--- src/rtl/sig_scan_detector.sv ---
// sig_scan_detector: scans a 1-bit RAM window and matches the bit stream
// against NUM_SIG maskable signatures in parallel.
// Ports: clk, rst (sync, active-low).
//   start/start_addr/end_addr: scan request and inclusive window.
//   sig_pat/sig_mask/sig_en/overlap_en: match configuration.
//   mem_addr/mem_rd_en/mem_dout: RAM read port, RD_LAT cycles latency.
//   busy/done: scan handshake; detect/detect_id/detect_addr: hit pulse.
//   match_cnt: per-signature saturating match counts.
module sig_scan_detector #(
  parameter int ADDR_W  = 12,
  parameter int SIG_W   = 6,
  parameter int NUM_SIG = 4,
  parameter int RD_LAT  = 1,
  parameter int CNT_W   = 16
) (
  input  logic                     clk,
  input  logic                     rst,
  input  logic                     start,
  input  logic [ADDR_W-1:0]        start_addr,
  input  logic [ADDR_W-1:0]        end_addr,
  input  logic [NUM_SIG*SIG_W-1:0] sig_pat,
  input  logic [NUM_SIG*SIG_W-1:0] sig_mask,
  input  logic [NUM_SIG-1:0]       sig_en,
  input  logic                     overlap_en,
  output logic [ADDR_W-1:0]        mem_addr,
  output logic                     mem_rd_en,
  input  logic                     mem_dout,
  output logic                     busy,
  output logic                     done,
  output logic                     detect,
  output logic [NUM_SIG-1:0]       detect_id,
  output logic [ADDR_W-1:0]        detect_addr,
  output logic [NUM_SIG*CNT_W-1:0] match_cnt
);

  typedef enum logic [1:0] {
    IDLE,
    FETCH,
    DRAIN,
    DONE
  } state_t;

  localparam int FW = $clog2(SIG_W + 1);
  localparam int DW = $clog2(RD_LAT + 2);

  state_t st, st_nx;

  logic [ADDR_W-1:0]        addr_q;
  logic [ADDR_W-1:0]        end_q;
  logic [NUM_SIG*SIG_W-1:0] pat_q;
  logic [NUM_SIG*SIG_W-1:0] mask_q;
  logic [NUM_SIG-1:0]       en_q;
  logic                     ovl_q;
  logic [DW-1:0]            dcnt;

  // valid/address delay line aligned with mem_dout
  logic [RD_LAT-1:0]        vpipe;
  logic [ADDR_W-1:0]        apipe [RD_LAT];
  logic                     rvld;

  logic [SIG_W-1:0]         sh, sh_nx;
  logic [FW-1:0]            fill, fill_nx;
  logic [NUM_SIG-1:0]       hit;
  logic [CNT_W-1:0]         cnt [NUM_SIG];

  assign mem_addr = addr_q;
  assign rvld     = vpipe[RD_LAT-1];

  always_comb begin
    st_nx     = st;
    mem_rd_en = 1'b0;
    busy      = 1'b1;
    done      = 1'b0;
    unique case (st)
      IDLE: begin
        busy = 1'b0;
        if (start) st_nx = FETCH;
      end
      FETCH: begin
        mem_rd_en = 1'b1;
        if (addr_q == end_q) st_nx = DRAIN;
      end
      DRAIN: begin
        if (dcnt == DW'(RD_LAT)) st_nx = DONE;
      end
      DONE: begin
        done  = 1'b1;
        st_nx = IDLE;
      end
      default: st_nx = IDLE;
    endcase
  end

  always_comb begin
    sh_nx   = {sh[SIG_W-2:0], mem_dout};
    fill_nx = (fill == FW'(SIG_W)) ? fill : fill + 1'b1;
    hit     = '0;
    for (int k = 0; k < NUM_SIG; k++) begin
      hit[k] = rvld && en_q[k] && (fill_nx == FW'(SIG_W)) &&
               (((sh_nx ^ pat_q[k*SIG_W +: SIG_W]) &
                 mask_q[k*SIG_W +: SIG_W]) == '0);
    end
  end

  always_comb begin
    match_cnt = '0;
    for (int k = 0; k < NUM_SIG; k++) begin
      match_cnt[k*CNT_W +: CNT_W] = cnt[k];
    end
  end

  always_ff @(posedge clk) begin
    if (!rst) begin
      st          <= IDLE;
      addr_q      <= '0;
      end_q       <= '0;
      pat_q       <= '0;
      mask_q      <= '0;
      en_q        <= '0;
      ovl_q       <= 1'b0;
      dcnt        <= '0;
      vpipe       <= '0;
      sh          <= '0;
      fill        <= '0;
      detect      <= 1'b0;
      detect_id   <= '0;
      detect_addr <= '0;
      for (int i = 0; i < RD_LAT; i++) apipe[i] <= '0;
      for (int k = 0; k < NUM_SIG; k++) cnt[k] <= '0;
    end else begin
      st       <= st_nx;
      vpipe[0] <= (st == FETCH);
      apipe[0] <= addr_q;
      for (int i = 1; i < RD_LAT; i++) begin
        vpipe[i] <= vpipe[i-1];
        apipe[i] <= apipe[i-1];
      end

      detect <= |hit;
      if (|hit) begin
        detect_id   <= hit;
        detect_addr <= apipe[RD_LAT-1];
      end

      // without overlap a hit restarts the window from scratch
      if (rvld) begin
        sh   <= sh_nx;
        fill <= (|hit && !ovl_q) ? '0 : fill_nx;
      end

      for (int k = 0; k < NUM_SIG; k++) begin
        if (hit[k] && cnt[k] != '1) cnt[k] <= cnt[k] + 1'b1;
      end

      unique case (st)
        IDLE: begin
          if (start) begin
            addr_q <= start_addr;
            end_q  <= end_addr;
            pat_q  <= sig_pat;
            mask_q <= sig_mask;
            en_q   <= sig_en;
            ovl_q  <= overlap_en;
            sh     <= '0;
            fill   <= '0;
            for (int k = 0; k < NUM_SIG; k++) cnt[k] <= '0;
          end
        end
        FETCH: begin
          addr_q <= addr_q + 1'b1;
          dcnt   <= '0;
        end
        DRAIN: dcnt <= dcnt + 1'b1;
        default: ;
      endcase
    end
  end

endmodule

--- config.mk ---
export PLATFORM = sky130hd
export DESIGN_NAME = sig_scan_detector
export DESIGN_NICKNAME = d
export VERILOG_FILES = /design/src/rtl/sig_scan_detector.sv
export SDC_FILE = /design/constraint.sdc
export NUM_CORES = 1
export LEC_CHECK = 0
export BUFFER_PORTS_ARGS = -buffer_cell sky130_fd_sc_hd__buf_2
export CORE_ASPECT_RATIO = 1.4
export CORE_UTILIZATION = 59
export DETAILED_ROUTE_END_ITERATION = 12
export GPL_TIMING_DRIVEN = 0
export HOLD_SLACK_MARGIN = 0.08
export MAX_ROUTING_LAYER = met4
export PLACE_DENSITY = 0.95
export RECOVER_POWER = 25
export SYNTH_ARGS = -nofsm -noshare
export SYNTH_HDL_FRONTEND = slang
export SYNTH_SLANG_ARGS = --single-unit
--- constraint.sdc ---
create_clock -name clk -period 10.7 [get_ports clk]
set_clock_uncertainty 0.2 [all_clocks]
set_input_delay 0.535 -clock clk [delete_from_list [all_inputs] [get_ports clk]]
set_output_delay 0.535 -clock clk [all_outputs]
set_load 0.01 [all_outputs]
==> results of run 1 <==
cell type report:
cell class / instances / area share, %
Sequential cell: 183 / 40.6
Multi-Input combinational cell: 702 / 40.0
Timing Repair Buffer: 175 / 8.10
Clock buffer: 21 / 5.01
Tap cell: 182 / 2.32
Buffer: 55 / 2.21
Clock inverter: 11 / 0.880
Inverter: 23 / 0.880
power breakdown:
group          switching, W  internal [W]
sequential        0.0000939      0.000800
combinational      0.000309      0.000174
clock              0.000275      0.000333
worst min-delay path, cell delays in order:
cell and delay, ns:
buf_2 0.10, nand2_1 0.04, a21oi_1 0.05
routing by layer:
layer  vias to the layer above  share of wire (%)  track usage [%]
met1                      3642                 37             32.8
met5                         -                  0                -
met3                        98                8.1             7.09
li1                       3728                  -                -
met4                         0                4.3             18.5
met2                       449                 51             54.0
cells in the mapped netlist, types with 4 or more instances:
cell      number
nand2_1      198
dfxtp_1      151
a21oi_1       95
nor2_1        76
clkbuf_1      51
xor2_1        51
nand3_1       44
o21ai_0       35
edfxtp_1      32
inv_1         22
xnor2_1       21
and2_1        18
and3_1        16
nand4_1       16
ha_1          12
mux2i_1        9
or3_1          9
or4_1          9
nor3_1         8
nor4_1         8
o22ai_1        7
o31ai_1        7
a22oi_1        6
a31oi_1        6
and4_1         5
nor2b_1        5
a222oi_1       4
cells in the final DEF (no fill, tap or decap), types with 7 or more instances in the layout:
cell         n
a21oi_1     95
and2_1      12
and3_1      16
buf_2      109
clkbuf_1   118
clkbuf_16   18
dfxtp_1    151
edfxtp_1    32
ha_1        12
inv_1       23
mux2i_1      9
nand2_1    198
nand3_1     44
nand4_1     16
nor2_1      76
nor3_1       8
nor4_1       8
o21ai_0     35
o22ai_1      7
or3_1        9
or4_1        9
xnor2_1     21
xor2_1      51
state kept, by name (all words and copies together) (netlist names):
| register | count |
|---|---|
| mem_addr | 12 |
| en_q | 4 |
| pat_q | 24 |
| cnt | 64 |
| apipe | 12 |
| fill | 3 |
| rvld | 1 |
| mask_q | 24 |
| detect_id | 4 |
| detect | 1 |
| ovl_q | 1 |
| detect_addr | 12 |
| dcnt | 2 |
| sh | 5 |
| st | 2 |
| end_q | 12 |
path summary, 6_finish.rpt:
| check | from | endpoint | slack (ns) | cells past startpoint |
|---|---|---|---|---|
| worst max-delay path | fill[0] | cnt[2][14] | 6.87 | 9 |
| worst min-delay path | sig_mask[22] | mask_q[22] | 0.13 | 3 |
| worst max register to register | fill[0] | cnt[2][14] | 6.87 | 9 |
| worst min register to register | apipe[0][7] | detect_addr[7] | 0.25 | 2 |
metrics by stage:
step                      setup slack (ns)  power [W]  instances  util (%)
after global routing                  6.62    0.00208       1352      72.9
after detailed placement              6.89    0.00138       1320      69.3
final                                 6.87    0.00199       1352      72.9
after floorplan                       7.31    0.00121        963         -
after global placement                6.76    0.00135       1319      69.2
after CTS                             6.88    0.00198       1352      73.6
kinds of logic after synthesis:
kind of cell             count (synthesis)
AND/OR/NAND/NOR                        423
buffers and inverters                   78
XOR/XNOR                                72
multiplexers                            10
adder cells (fa/ha/maj)                 12
flip-flops                             183
AO/OA/AOI/OAI                          185
==> metrics.md, run 1 <==
| Metric | Value |
|---|---|
| Slew HR | 50.0% |
| # setup viols final | 0 |
| YS warnings | 0 |
| Sequence of cells on the critical path | inv_2, ha_1, nor4b_1, o21ai_1, a211oi_2, nand2b_1, a41o_1, clkbuf_1, nand2_1 |
| Largest family of logic cells by synthesized area | simple AND/OR/NAND/NOR gates |
| Area grow syn2layout | 19.6% |
| Synthesized cell area | 0.00820 sq mm |
| Num rows | 50 |
| Worst path bufs/invs | 2 |
| Adder-cell area share of the yosys netlist | 1.83% |
| Nets | 1,250 |
| Placed cell area | 0.00932 sq mm |
| Die Span Y | 142 um |
| Starting DRT DRC Count | 442 |
| Arr. time, crit path | 3.70 ns |
| Register bit total from synthesis | 183 |
| Fmax | 261 MHz |
| Clk root buf | clkbuf_16 |
| Dominant cell type by area after synthesis | dfxtp_1 |
| Via/cell ratio | 5.86 |
| CORE AREA | 0.0135 sq mm |
| Largest net degree at the start of global routing | 17 |
| Status | complete, no violations |
| Clk sink count | 183 |
| Port Buffers | 174 |
| CP peak stage delay | 0.63 ns |
| Initial antenna violation count | 0 |
| FF+latch area | 0.00398 sq mm |
| Average wire per standard cell | 16.2 um |
| Setup Fix Bufs, Post-CTS | 0 |
| Crit-path slowest cell | a211oi_2 |
| CTS tree | yes |
| Worst Tran Pin Value | 0.750 ns |
| Multi-input logic area | 0.00392 sq mm |
| Worst-path fanout max | 16 |
| Hold WC Path Type | input pin to register |
| Post-synthesis cell type count | 59 |
| Layout cells sized above 1 | 13.0% |
| Multiplexer area fraction after synthesis | 1.24% |
| CP Class | register to register |
| CP Capture Type | register |
| Routability cong. | 0.929 |
| Die width | 102 um |
| P per Cell Area | 202 mW/mm^2 |
| Synth Instances | 963 |
| Final ANT Viol Nets | 0 |
| Tot GR Track Use | 31.6% |
| Slew Viols, Final | 0 |
| Yosys top cell area share | 36.8% |
| Dpl hpwl | 15,800 um |
| Ys flop type | dfxtp_1 |
| CP Data Required Time | 10.56 ns |
| Top delay family on crit path | compound AO/OA/AOI/OAI gates |
| VDD IR max | 0.000135 V |
| Worst setup SP type | register |
| Sequential cell area fraction in the yosys report | 48.6% |
| Final Hold Viols | 0 |
| Post-synth EDFFs | 32 |
| Remaining Overflow, GRT | 0 |
| RSZ-0062 raised after global routing | no |
| Starting Density | 61.0% |
| Avg Cell Area, Syn | 8.52 sq um |
| Clock Tree Buf Depth | 2 |
| Via count | 7,917 |
| Vias in the first global route | 7,476 |
| CTS Buf Count | 17 |
| Async SR Flop Fraction | 0% |
| Leak | 3.73 nW |
| Post-synthesis xor/xnor area fraction | 7.69% |
| Synth Area in Compound Gates | 13.2% |
| Number of max-cap violations | 0 |
| Final Cell Area | 0.00981 sq mm |
| Remaining DRCs | 0 |
| Fill count | 1,009 |
| # IOs | 177 |
| Synth area leaders | dfxtp_1 37%, edfxtp_1 12%, nand2_1 9.1% |
| Synthesized net count | 1,056 |
| Clock slew at reported path FFs | 0.07 ns |
| Simple-Gate Fraction of Synth Area | 23.8% |
| H-tree Lvls | 4 |
| Final min period | 3.83 ns |
| Hold Buf Count CTS | 0 |
| TritonRoute pass-1 iters | 5 |
| First-pass GRT wire length | 34,400 um |
| Final wirelength | 21,900 um |
| Worst-skew pair later-pin latency | 0.44 ns |
| ANT cells | 0 |
| Hold Slack | 0.130 ns |
| Die area | 0.0144 sq mm |
| Final period util | 35.8% |
| Setup TNS | 0 ns |
| CTS resizes | 0 |
(Power assumes the default switching activity.)
==> run 2: changes to the inputs <==
Settings changed: CORE_UTILIZATION 59 to 55, PLACE_DENSITY 0.95 to 0.92.
Clock period 10.7 ns to 3.54 ns, I/O delays scaled along.
==> run 2 against run 1 <==
  * Non-clock buffer count increased by 81
  * Global-route usage increased by 2.2 points
  * Cell count increased by 6.8%
  * Sequential share of layout area decreased by 3.2 points
  * Worst setup slack got worse by 6.7 ns
  * Clock-buffer cell count increased by 1
  * Worst hold slack improved by 0.12 ns
==> metrics.md, run 2 (same netlist as run 1, synthesis figures left out) <==
| Metric | Value |
|---|---|
| VDD IR max | 0.000416 V (+210%) |
| Arr. time, crit path | 3.40 ns (-0.30 ns) |
| Clock Tree Buf Depth | 2 (unchanged) |
| CP startpoint | sh[4] |
| CP Class | register to register |
| Nets | 1,331 (+6.5%) |
| Number of max-cap violations | 0 (unchanged) |
| Placed cell area | 0.00932 sq mm (about the same) |
| Sequence of cells on the critical path | clkbuf_1, xor2_1, a222oi_1, nand4_1, o2bb2ai_1, nand2_1, clkbuf_1, nor2_1 |
| Worst Tran Pin Value | 0.840 ns (+0.0898 ns) |
| CP peak stage delay | 0.56 ns (-0.07 ns) |
| Clock group share of total power | 30.3% (-0.3 points) |
| Final period util | 93.9% (+58 points) |
| P per Cell Area | 577 mW/mm^2 (+180%) |
| CP Capture Type | register |
| Fmax | 301 MHz (+15%) |
| Via/cell ratio | 5.83 (-0.48%) |
| Port Buffers | 174 (unchanged) |
| Final min period | 3.33 ns (-0.510 ns) |
| Commonest non-fill, non-tap cell in the layout | nand2_1 |
| Worst setup SP type | register |
| Hold WC Path Type | register to register |
| # setup viols final | 0 (unchanged) |
| Num rows | 52 (+4.0%) |
| Routability cong. | 0.944 (+1.7%) |
| Tot GR Track Use | 33.8% (+2.2 points) |
| Die Span Y | 147 um (+3.5%) |
| Status | complete, no violations |
| Via count | 8,415 (+6.3%) |
| Crit path top cell by count | clkbuf_1 |
| Slew Viols, Final | 0 (unchanged) |
| Worst-path fanout max | 10 (-6) |
| CORE AREA | 0.0145 sq mm (+7.9%) |
| Remaining DRCs | 0 (unchanged) |
| Die area | 0.0154 sq mm (+7.1%) |
| Initial antenna violation count | 4 (+4) |
| Max FFs per register | 64 (unchanged) |
| CTS Buf Count | 17 (unchanged) |
| Most frequent cells in the layout | 197 x nand2_1, 151 x dfxtp_1, 126 x clkbuf_1, 102 x buf_2, 95 x a21oi_1 |
| Reg-to-reg setup timing slack | 0.21 ns (-6.65 ns) |
| Area grow syn2layout | 29.7% |
| CP Capture Point | cnt[1][8] |
| CP Data Required Time | 3.62 ns (-6.94 ns) |
| Leak | 4.05 nW (+8.5%) |
| Worst path depth | 8 (-1) |
| Starting DRT DRC Count | 560 (+27%) |
| Average wire per standard cell | 17.5 um (+8.4%) |
| Clk root buf | clkbuf_16 |
| Sw Ratio | 34.4% (+0.31 points) |
| RSZ-0062 raised after global routing | no |
| Top delay family on crit path | compound AO/OA/AOI/OAI gates |
| Placed cells | 1,327 (+0.53%) |
| Logic pwr share | 25.7% (+1.4 points) |
| Final ANT Viol Nets | 0 (unchanged) |
| Clock slew at reported path FFs | 0.07 ns (about the same) |
| Total Power | 0.00614 W (+210%) |
| Starting Density | 56.5% (-4.4 points) |
| NetSw | 0.00211 W (+210%) |
| Dpl hpwl | 15,800 um (about the same) |
| Crit-path slowest cell | o2bb2ai_1 |
| Final Cell Area | 0.0106 sq mm (+8.5%) |
| Final Non-Filler Cells | 1,444 (+6.8%) |
| Final Hold Viols | 0 (unchanged) |
| Reg-to-reg startpoint | sh[4] |
| First-pass GRT wire length | 40,000 um (+16%) |
| H-tree Lvls | 4 (unchanged) |
| Worst reg-to-reg path cell count | 8 (-1) |
| Hold Slack | 0.249 ns (+0.118 ns) |
| Vias in the first global route | 8,298 (+11%) |
| Worst-skew pair later-pin latency | 0.43 ns (about the same) |
| Top Registers | cnt: 64 flops, mask_q: 24 flops, pat_q: 24 flops |
| Die width | 105 um (+3.5%) |
| Remaining Overflow, GRT | 0 (unchanged) |
| Clk sink count | 183 (unchanged) |
| Largest net degree at the start of global routing | 17 (unchanged) |
| TritonRoute pass-1 iters | 7 (+2) |
| Slew HR | 43.8% (-6.2 points) |
| # IOs | 177 (unchanged) |
| Final wirelength | 25,300 um (+16%) |
| CTS tree | yes |
| Worst path bufs/invs | 2 (unchanged) |
| Setup TNS | 0 ns (unchanged) |
| Seq pwr share | 44.0% (-1.0 points) |
| Largest Register | cnt |
| Reg2reg end | cnt[1][8] |
| Int Pwr | 0.00402 W (+210%) |
| Layout cells sized above 1 | 11.8% (-1.2 points) |
[run 2: cell types whose count changed in the layout (fill, tap and decap cells not counted), sizes merged]
cell,delta
dlygate4sd3,+80
inv,+1
buf,-6
clkbuf,+8
diode,+4
clkinv,-2
[run 2: power by group through the flow]
stage	Clock, W	Sequential [W]	Combinational, W
after floorplan	0	0.00271	0.000942
after global placement	0	0.00272	0.00138
after detailed placement	0	0.00273	0.00143
after CTS	0.00186	0.00269	0.00152
after global routing	0.00195	0.00273	0.00172
final	0.00186	0.00270	0.00158
[run 2: cell type report]
type	count	area, sq um
well taps	189	236
multi-input cells	702	3940
plain buffers	55	216
clock inverters	10	78.8
diodes	4	10.0
inverters	23	86.3
fillers	1025	3870
repair buffers	256	1590
flip-flops and latches	183	3980
clock buffers	22	498
[run 2: how the worst min path moves through the flow]
| stage | start | to | slack [ns] | cells after the start |
|---|---|---|---|---|
| after floorplan | sig_en[0] | en_q[0] | 0.11 | 2 |
| after global routing | apipe[0][7] | detect_addr[7] | 0.28 | 2 |
| after global placement | end_addr[9] | end_q[9] | 0.22 | 3 |
| after CTS | apipe[0][7] | detect_addr[7] | 0.25 | 2 |
| after detailed placement | sig_pat[12] | pat_q[12] | 0.22 | 3 |
| final | apipe[0][7] | detect_addr[7] | 0.25 | 2 |
[run 2: worst register-to-register path, stage by stage, from the launching register on]
cell and delay [ns]:
dfxtp_1 0.31, clkbuf_1 0.40, xor2_1 0.13, a222oi_1 0.42, nand4_1 0.33, o2bb2ai_1 0.57
nand2_1 0.35, clkbuf_1 0.31, nor2_1 0.16
[run 2: repair_timing]
action,4_1_cts,5_1_grt
hold buffers,80,0
setup endpoints to repair,16,16
buffers inserted,0,1
pin swaps,0,1
hold endpoints to repair,85,0
resized for setup,2,1
[run 2: per-stage QoR]
stage	setup slack, ns	utilization [%]
6_report	0.215	73.3
5_1_grt	0.0302	73.3
4_1_cts	0.0849	73.8
3_5_place_dp	-0.253	64.3
3_3_place_gp	-0.480	64.2
2_1_floorplan	0.147	-
[run 2: metal layers]
metal,track usage (%),share of wire [%],vias to the layer above
met1,34.0,36,3930
met5,-,0,-
met2,59.5,51,482
met4,20.7,5.7,0
li1,-,-,3884
met3,6.88,7.3,119
